===== config.mk =====
export PLATFORM = sky130hd
export DESIGN_NAME = regfile_wb_scheduler
export DESIGN_NICKNAME = d
export VERILOG_FILES = /design/src/rtl/regfile_wb_scheduler.sv
export SDC_FILE = /design/constraint.sdc
export NUM_CORES = 1
export LEC_CHECK = 0
export CORE_MARGIN = 2
export CORE_UTILIZATION = 47
export CTS_CLUSTER_SIZE = 30
export DETAILED_ROUTE_END_ITERATION = 8
export PLACE_DENSITY = 0.95
export SETUP_SLACK_MARGIN = 0.05
export SYNTH_ARGS = -nofsm -noshare
export SYNTH_HDL_FRONTEND = slang
export SYNTH_SLANG_ARGS = --single-unit

===== constraint.sdc =====
create_clock -name clk -period 4.8 [get_ports clk]
set_input_delay 0.96 -clock clk [delete_from_list [all_inputs] [get_ports clk]]
set_output_delay 0.96 -clock clk [all_outputs]
set_load 0.05 [all_outputs]

===== src/rtl/regfile_wb_scheduler.sv =====
// Round-robin writeback scheduler for the single register file write port,
// with a pending-write scoreboard for decode hazard stalls.
module regfile_wb_scheduler #(
    parameter int NREQ = 3,
    parameter int XLEN = 32,
    parameter int AW   = 5
) (
    input  logic                 clk,
    input  logic                 rst,
    input  logic [NREQ-1:0]      req_valid,
    input  logic [NREQ*AW-1:0]   req_addr,
    input  logic [NREQ*XLEN-1:0] req_data,
    output logic [NREQ-1:0]      req_ready,
    input  logic                 rsv_valid,
    input  logic [AW-1:0]        rsv_addr,
    output logic                 rsv_ready,
    input  logic [AW-1:0]        rs1_addr,
    input  logic [AW-1:0]        rs2_addr,
    output logic                 rs1_busy,
    output logic                 rs2_busy,
    output logic                 rf_we,
    output logic [AW-1:0]        rf_waddr,
    output logic [XLEN-1:0]      rf_wdata,
    output logic [2**AW-1:0]     busy_vec
);

    localparam int NREG = 2**AW;
    localparam int IW   = (NREQ > 1) ? $clog2(NREQ) : 1;

    logic [IW-1:0]   rr_ptr;
    logic [IW-1:0]   gnt_idx;
    logic            gnt_any;
    logic [AW-1:0]   gnt_addr;
    logic [XLEN-1:0] gnt_data;
    logic [NREG-1:0] busy;
    logic [NREG-1:0] set_mask;
    logic [NREG-1:0] clr_mask;
    logic            commit_hit;
    int              scan;

    // Search begins one past the last winner so every requester gets a turn.
    always_comb begin
        gnt_any   = 1'b0;
        gnt_idx   = '0;
        req_ready = '0;
        scan      = 0;
        for (int k = 1; k <= NREQ; k++) begin
            scan = (int'(rr_ptr) + k) % NREQ;
            if (!gnt_any && req_valid[scan]) begin
                gnt_any         = 1'b1;
                gnt_idx         = IW'(scan);
                req_ready[scan] = 1'b1;
            end
        end
    end

    assign gnt_addr = req_addr[int'(gnt_idx)*AW +: AW];
    assign gnt_data = req_data[int'(gnt_idx)*XLEN +: XLEN];

    // Writes to x0 are consumed here and never reach the register file.
    always_ff @(posedge clk or posedge rst) begin
        if (rst) begin
            rr_ptr   <= IW'(NREQ-1);
            rf_we    <= 1'b0;
            rf_waddr <= '0;
            rf_wdata <= '0;
        end else if (gnt_any) begin
            rr_ptr   <= gnt_idx;
            rf_we    <= (gnt_addr != '0);
            rf_waddr <= gnt_addr;
            rf_wdata <= gnt_data;
        end else begin
            rf_we    <= 1'b0;
        end
    end

    assign commit_hit = rf_we && (rf_waddr == rsv_addr);
    assign rsv_ready  = !busy[rsv_addr] || commit_hit;

    always_comb begin
        set_mask = '0;
        clr_mask = '0;
        if (rsv_valid && rsv_ready && (rsv_addr != '0))
            set_mask[rsv_addr] = 1'b1;
        if (rf_we)
            clr_mask[rf_waddr] = 1'b1;
    end

    // A new reservation on the committing register outlives the clear.
    always_ff @(posedge clk or posedge rst) begin
        if (rst)
            busy <= '0;
        else
            busy <= ((busy & ~clr_mask) | set_mask) & ~NREG'(1);
    end

    assign rs1_busy = busy[rs1_addr];
    assign rs2_busy = busy[rs2_addr];
    assign busy_vec = busy;

endmodule


==> flow_metrics.tcl, run 1 <==
set metrics [dict create \
    ys_top_cells_by_count "81 x o21ai_0, 70 x dfrtp_1, 28 x o31ai_1" \
    gr-total-overflow 0 \
    rows 36 \
    clk-insertion-delay-late_ps 350 \
    synth_ff_type "dfrtp_1" \
    yosys_register_bits 71 \
    hpwlAfterDp_um 12800 \
    drtIter0Drc 341 \
    area_growth_pct 47.9 \
    maxSlewViolCount 0 \
    layout.nets 803 \
    max_cap_viol_count 0 \
    synth_edf_count 0 \
    cts_tree "built" \
    yosysWarnings 0 \
    yosys.area.top_type "dfrtp_1" \
    required_ps 3840 \
    finalInstanceArea_um2 7110 \
    synth.cell_area_um2 4810 \
    grt_max_degree 39 \
    grt_pass1_wl_um 27200 \
    seq_area_frac_synth_pct 37.0 \
    synthesis.instances 481 \
    crit_path_start_kind "primary input" \
    slew_headroom_pct 17.5 \
    vias_per_cell 6.42 \
    tightest_slew_ps 1240 \
    io-pin-count 208 \
    initial_core_util_pct 48.7 \
    yosysMostFrequentCell "o21ai_0" \
    portBuffers 206 \
    n_antenna_cell 0 \
    crit_type "in -> out" \
    drcViolationCount 0 \
    grt.total_usage_pct 31.0 \
    synth_top_area_share_pct 36.4 \
    worst-path-max-fanout 13 \
    gp_congestion 0.964 \
    first_pass_iters 6 \
    rsz0062_at_grt "false" \
    avgSynthCellArea_um2 10.0 \
    cts_setup_buffers 0 \
    placement.cell_area_um2 6910 \
    fmax_mhz 233 \
    postRouteAntennaNets 0 \
    mappedNetlistNets 617 \
    stdcell_count 805 \
    fillers 683 \
    drive_gt1_share_pct 11.5 \
    setup_violations 0 \
    worst_ep_arrival_time_ps 3320 \
    antenna_found_initial 0 \
    coreArea_um2 9860 \
    utilization_pct 72.1 \
    cts_buffers 9 \
    die_x_um 105 \
    skew_ps 6.99 \
    yosys-top-cells-area "dfrtp_1 36%, mux4_2 11%, o21ai_0 8.4%, o31ai_1 4.4%, a311oi_1 3.6%" \
    power_density_nw_per_um2 831 \
    wl_per_cell_um 20.9 \
    cts_sinks 71 \
    fin_crit_ps 4280 \
    cts-root-buf "clkbuf_8" \
    cp-end-kind "output port" \
    clk_pin_slew_ps 80 \
    postCtsHoldBufs 0 \
    htreeDepth 3 \
    irDropWorstVdd_uv 445 \
    fp.dieH_um 105 \
    finalCritPeriodShare_pct 89.2 \
    hold_violations 0 \
    vias 5167 \
    hold_path.class "reg -> reg" \
    cts_buffer_depth 2 \
    dp_cells 789 \
    leakage_nw 2.80 \
    grt_pass1_vias 5314 \
    tns_ps 0 \
    ys_types 53 \
    cts_resized 0 \
    synthArstFlopShare_pct 100 \
    fp.dieArea_um2 11100 \
    status "finished clean" \
    wirelength_um 16800 \
]
## path summary, 6_finish.rpt
check	start	end	slack, ps	depth (start not counted)
setup reg to reg	rr_ptr[0]	rf_wdata[23]	1580	9
hold / removal	rf_wdata[30]	rf_wdata[30]	480	1
min in group asynchronous	rst	busy_vec[26]	1080	2
setup / recovery	rsv_addr[0]	rsv_ready	520	8
hold reg to reg	rf_wdata[30]	rf_wdata[30]	480	1
max in group asynchronous	rst	rr_ptr[1]	2750	3
## cell usage in the layout, fill, tap and decap left out, types with 7 or more instances in the layout
cell / n
o21ai_0: 81
clkdlybuf4s50_1: 203
a22oi_1: 15
mux2_2: 8
inv_1: 8
nor2b_1: 7
dfrtp_1: 70
nand3b_1: 11
o31ai_1: 28
a311oi_1: 20
a21o_1: 21
nand3_1: 25
nor2_1: 26
buf_4: 14
clkbuf_8: 9
mux2i_1: 17
mux4_2: 23
nand2_1: 21
## cells by family after synthesis
family	count (synthesis)	synth area share [%]
other	1	0.0780
AND/OR/NAND/NOR	105	11.1
multiplexers	51	17.5
buffers and inverters	51	5.07
AO/OA/AOI/OAI	193	27.3
XOR/XNOR	5	0.911
flip-flops	71	37.0
adder cells (fa/ha/maj)	4	1.04
## registers in the layout, indices dropped and copies added, names as in the netlist
register / cells
rr_ptr: 2
rf_waddr: 5
busy_vec: 31
rf_we: 1
rf_wdata: 32
## worst max-delay path: stages
cell and delay [ps]:
clkdlybuf4s50_1 900, mux4_2 600, nor2b_1 150, a41oi_1 150
and4_1 230, a31oi_2 60, inv_1 80, buf_4 190
## per-layer routing
metal	wire (um)	GRT usage [%]	vias to the layer above
met1	6200	37.5	2475
met2	8330	53.4	389
met3	1660	6.18	59
li1	-	-	2244
met5	0	0	-
met4	631	14.1	0
## report_power, final
part / internal, mW / switching [mW] / leakage, nW / total (mW)
clock network: 0.241 / 0.246 / 0.0956 / 0.486
registers: 0.924 / 0.388 / 0.845 / 1.31
logic: 1.55 / 2.56 / 1.86 / 4.11
total: 2.71 / 3.20 / 2.80 / 5.91
## metrics by stage
step | hold WS (ps) | power, mW | setup slack [ps]
floorplan | 458 | 4.04 | 1080
global placement | 461 | 5.26 | 606
detailed placement | 466 | 5.38 | 526
CTS | 484 | 5.88 | 523
global route | 507 | 6.21 | 374
finish | 483 | 5.91 | 517
## layout make-up
cell class | count | area (um^2) | area share [%]
Clock buffer | 9 | 124 | 1.74
Clock inverter | 7 | 72.6 | 1.02
Inverter | 9 | 33.8 | 0.475
Multi-Input combinational cell | 359 | 2800 | 39.4
Sequential cell | 71 | 1780 | 25.0
Tap cell | 133 | 166 | 2.34
Timing Repair Buffer | 217 | 2140 | 30.1
No activity file was read; power rests on OpenSTA's default activity.
==> inputs of run 2 (changes only) <==
CORE_UTILIZATION = 43   (was 47)
PLACE_DENSITY = 0.88   (was 0.95)
SLEW_MARGIN = 20   (was unset)
clock period = 4.4 ns   (was 4.8 ns; I/O delays follow)
==> run 2 against run 1 <==
Sequential power increased by 11%. Clock skew is 1.5 ps higher. Non-clock buffer count up 3. Power grew 11%. Global-route usage decreased by 1.5 points. Design area rose by 1.1%. Worst setup slack worse by 170 ps. Flip-flop and latch count is the same. Die area is 8.9% higher. Critical path type unchanged.
==> flow_metrics.tcl, run 2 (same netlist as run 1, synthesis figures left out) <==
set metrics [dict create \
    antenna_found_initial 0 \
    required_ps 3520 \
    grt.total_usage_pct 29.5 \
    fp.dieArea_um2 12000 \
    cts_tree "built" \
    maxSlewViolCount 0 \
    drive_gt1_share_pct 11.9 \
    vias_per_cell 6.25 \
    n_antenna_cell 0 \
    largest_reg_flops 32 \
    drcViolationCount 0 \
    drtIter0Drc 298 \
    tightest_slew_ps 833 \
    irDropWorstVdd_uv 602 \
    gr-total-overflow 0 \
    cts_buffer_depth 2 \
    setup_ws_ps 351 \
    utilization_pct 66.0 \
    grt_pass1_vias 5254 \
    whs_ps 484 \
    final_common_cell "clkdlybuf4s50_1" \
    area_growth_pct 49.5 \
    power_density_nw_per_um2 910 \
    grt_pass1_wl_um 26900 \
    regMostFlops "rf_wdata" \
    wl_per_cell_um 21.2 \
    finalCritPeriodShare_pct 92.0 \
    switching_share_pct 53.4 \
    postCtsHoldBufs 0 \
    hpwlAfterDp_um 13000 \
    leakage_nw 2.83 \
    cts_buffers 9 \
    vias 5093 \
    placement.cell_area_um2 6950 \
    power_switching_mw 3.49 \
    setup_violations 0 \
    wirelength_um 17300 \
    clkPwrFrac_pct 9.1 \
    htreeDepth 3 \
    initial_core_util_pct 44.2 \
    grt_max_degree 42 \
    worst-path-max-fanout 9 \
    fp.dieH_um 110 \
    clk_pin_slew_ps 70 \
    max_cap_viol_count 0 \
    gp_congestion 0.921 \
    portBuffers 206 \
    fillers 846 \
    rsz0062_at_grt "false" \
    crit_type "in -> out" \
    cp-end-kind "output port" \
    dp_cells 799 \
    rows 38 \
    die_x_um 110 \
    tns_ps 0 \
    power_frac_comb_pct 68.5 \
    cts_sinks 71 \
    finalInstanceArea_um2 7190 \
    stdcell_count 815 \
    layout.nets 806 \
    intPower_mw 3.05 \
    most-common-layout-cells "203 x clkdlybuf4s50_1, 81 x o21ai_0, 70 x dfrtp_1, 28 x o31ai_1, 26 x nor2_1" \
    finalPower_mw 6.54 \
    status "finished clean" \
    cts_resized 0 \
    first_pass_iters 4 \
    hold_path.class "reg -> reg" \
    slew_headroom_pct 44.4 \
    io-pin-count 208 \
    fmax_mhz 247 \
    cts-root-buf "clkbuf_8" \
    fin_crit_ps 4050 \
    coreArea_um2 10900 \
    worst_ep_arrival_time_ps 3170 \
    seq_power_share_pct 22.3 \
    skew_ps 8.45 \
    preCtsSetupSlack_ps 300 \
    clk-insertion-delay-late_ps 350 \
    cts_setup_buffers 0 \
    postRouteAntennaNets 0 \
    hold_violations 0 \
    crit_path_start_kind "primary input" \
]
[run 2: path summary, 6_finish.rpt]
path                       slack (ps)    startpoint  cells past startpoint           end
setup / recovery                  350   rs1_addr[0]                      5      rs1_busy
hold / removal                    480  rf_wdata[28]                      1  rf_wdata[28]
setup reg to reg                 1370     rr_ptr[0]                      9  rf_wdata[18]
hold reg to reg                   480  rf_wdata[28]                      1  rf_wdata[28]
max in group asynchronous        2580           rst                      3   rf_wdata[4]
min in group asynchronous        1030           rst                      2  busy_vec[30]
[run 2: power by group through the flow]
stage	Sequential (mW)	Clock [mW]	Combinational [mW]
floorplan	2.38	0	2.03
detailed placement	1.45	0	4.46
global route	1.49	0.634	4.78
CTS	1.44	0.602	4.47
finish	1.46	0.597	4.48
global placement	1.41	0	4.33
[run 2: final cells by class]
class	instances	area (um^2)	share of cell area (%)
flip-flops and latches	71	1780	24.7
multi-input cells	359	2810	39.1
inverters	9	33.8	0.470
clock buffers	11	151	2.11
well taps	140	175	2.44
clock inverters	5	80.1	1.11
repair buffers	220	2160	30.0
[run 2: critical path, stage by stage]
cell and delay (ps):
clkdlybuf4s50_1 780, mux4_2 570, mux4_2 470, mux2_2 280, buf_4 190
[run 2: metal layers]
| layer | wire length [um] | track usage [%] | up-vias |
|---|---|---|---|
| met2 | 8640 | 50.4 | 332 |
| met5 | 0 | 0 | - |
| met1 | 6540 | 34.4 | 2462 |
| met4 | 544 | 14.6 | 0 |
| li1 | - | - | 2248 |
| met3 | 1580 | 7.41 | 51 |
==> inputs of run 3 (changes only) <==
CORE_MARGIN = 1.5   (was 2)
CTS_CLUSTER_SIZE = 20   (was 30)
==> run 3 against run 2 <==
Cell count down 0.25%. Register-to-register slack got worse by 180 ps. Global-route usage is 1.3 points lower. Non-clock buffer count decreased by 2. Clock-buffer cell count did not move. Core utilization about the same. Worst hold slack got worse by 2.3 ps. Clock skew rose by 3.7 ps. First-iteration DRC count increased by 52%. Sequential power decreased by 3%. Combinational power hardly changed. Critical path type unchanged.
==> flow_metrics.tcl, run 3 (same netlist as run 1, synthesis figures left out) <==
set metrics [dict create \
    worstRegToRegCells 8 \
    gp_congestion 0.938 \
    fillers 830 \
    initial_core_util_pct 44.2 \
    worst-path-max-fanout 7 \
    cts_buffers 9 \
    vias 5079 \
    cts_setup_buffers 0 \
    grt_pass1_wl_um 25600 \
    leakage_nw 2.84 \
    final_common_cell "clkdlybuf4s50_1" \
    fmax_mhz 245 \
    critPathBufInv 2 \
    drtIter0Drc 453 \
    skew_ps 12.2 \
    htreeDepth 3 \
    clk_pin_slew_ps 70 \
    portBuffers 206 \
    fin_crit_ps 4090 \
    clk-insertion-delay-late_ps 340 \
    fp.dieH_um 109 \
    cts_resized 0 \
    grt_pass1_vias 4939 \
    coreArea_um2 10900 \
    n_antenna_cell 0 \
    hold_violations 0 \
    cpPeakStageDelay_ps 720 \
    utilization_pct 66.1 \
    holdPathEnd "rr_ptr[1]" \
    worst_ep_arrival_time_ps 3210 \
    irDropWorstVdd_uv 560 \
    first_pass_iters 5 \
    tns_ps 0 \
    finalCritPeriodShare_pct 92.9 \
    layout.nets 804 \
    r2r-end "rf_waddr[2]" \
    drive_gt1_share_pct 11.6 \
    power_density_nw_per_um2 908 \
    vias_per_cell 6.25 \
    area_growth_pct 49.6 \
    most-common-layout-cells "203 x clkdlybuf4s50_1, 81 x o21ai_0, 70 x dfrtp_1, 28 x o31ai_1, 26 x nor2_1" \
    antenna_found_initial 0 \
    slew_headroom_pct 38.3 \
    dp_cells 797 \
    fp.dieArea_um2 11800 \
    rows 38 \
    cp-end-kind "output port" \
    placement.cell_area_um2 6940 \
    stdcell_count 813 \
    cp_slowest_cell "clkdlybuf4s50_1" \
    worstHoldPathCells 2 \
    cts_tree "built" \
    whs_ps 482 \
    io-pin-count 208 \
    drcViolationCount 0 \
    rsz0062_at_grt "false" \
    crit_path_start_kind "primary input" \
    crit_family "buffers and inverters" \
    max_cap_viol_count 0 \
    finalInstanceArea_um2 7190 \
    cts-root-buf "clkbuf_8" \
    cts_buffer_depth 2 \
    grt_max_degree 55 \
    gr-total-overflow 0 \
    status "finished clean" \
    postCtsHoldBufs 0 \
    worstPathCellList "clkdlybuf4s50_1 -> mux2i_1 -> mux2i_1 -> nand2b_1 -> o22ai_1 -> clkdlybuf4s50_1" \
    postRouteAntennaNets 0 \
    hpwlAfterDp_um 12400 \
    setup_violations 0 \
    grt.total_usage_pct 28.2 \
    preCtsSetupSlack_ps 318 \
    crit_type "in -> out" \
    die_x_um 109 \
    r2r_slack_ps 1190 \
    largest_reg_flops 32 \
    cts_sinks 71 \
    regMostFlops "rf_wdata" \
    min-delay-start "rr_ptr[1]" \
    wl_per_cell_um 20.1 \
    hold_path.class "reg -> reg" \
    rr_startpoint "rr_ptr[1]" \
    finalPower_mw 6.53 \
    maxSlewViolCount 0 \
    wirelength_um 16300 \
    required_ps 3520 \
    setup_ws_ps 310 \
    tightest_slew_ps 925 \
]
## run 3: worst max-delay path by stage
stage | from | to | slack (ps) | cells after the start
finish | req_valid[2] | req_ready[2] | 310 | 6
CTS | rs1_addr[0] | rs1_busy | 310 | 5
global route | rs1_addr[0] | rs1_busy | 190 | 5
detailed placement | rs1_addr[0] | rs1_busy | 320 | 5
global placement | rs1_addr[0] | rs1_busy | 370 | 5
floorplan | rs1_addr[0] | rs1_busy | 840 | 4
## run 3: tightest hold or removal path, delay by kind of cell (launching register included)
kind,cells,cell delay [ps]
DFF,1,390
and+or+nand+nor,2,100
## run 3: final cells by class
type | instances | area (um^2) | area share [%]
multi-input cells | 359 | 2810 | 39.0
repair buffers | 218 | 2140 | 29.8
flip-flops and latches | 71 | 1780 | 24.7
well taps | 140 | 175 | 2.43
clock buffers | 11 | 151 | 2.10
clock inverters | 5 | 104 | 1.44
inverters | 9 | 35.0 | 0.487
## run 3: routing by layer
layer,part of all wire (%),track usage (%)
met2,50,47.9
met5,0,0
met4,2.7,10.5
met1,38,35.3
met3,9.7,5.86
## run 3: power by group
group / internal (mW) / switching (mW) / total [mW]
Combinational: 1.68 / 2.78 / 4.47
Clock: 0.408 / 0.246 / 0.654
Sequential: 1.01 / 0.404 / 1.41
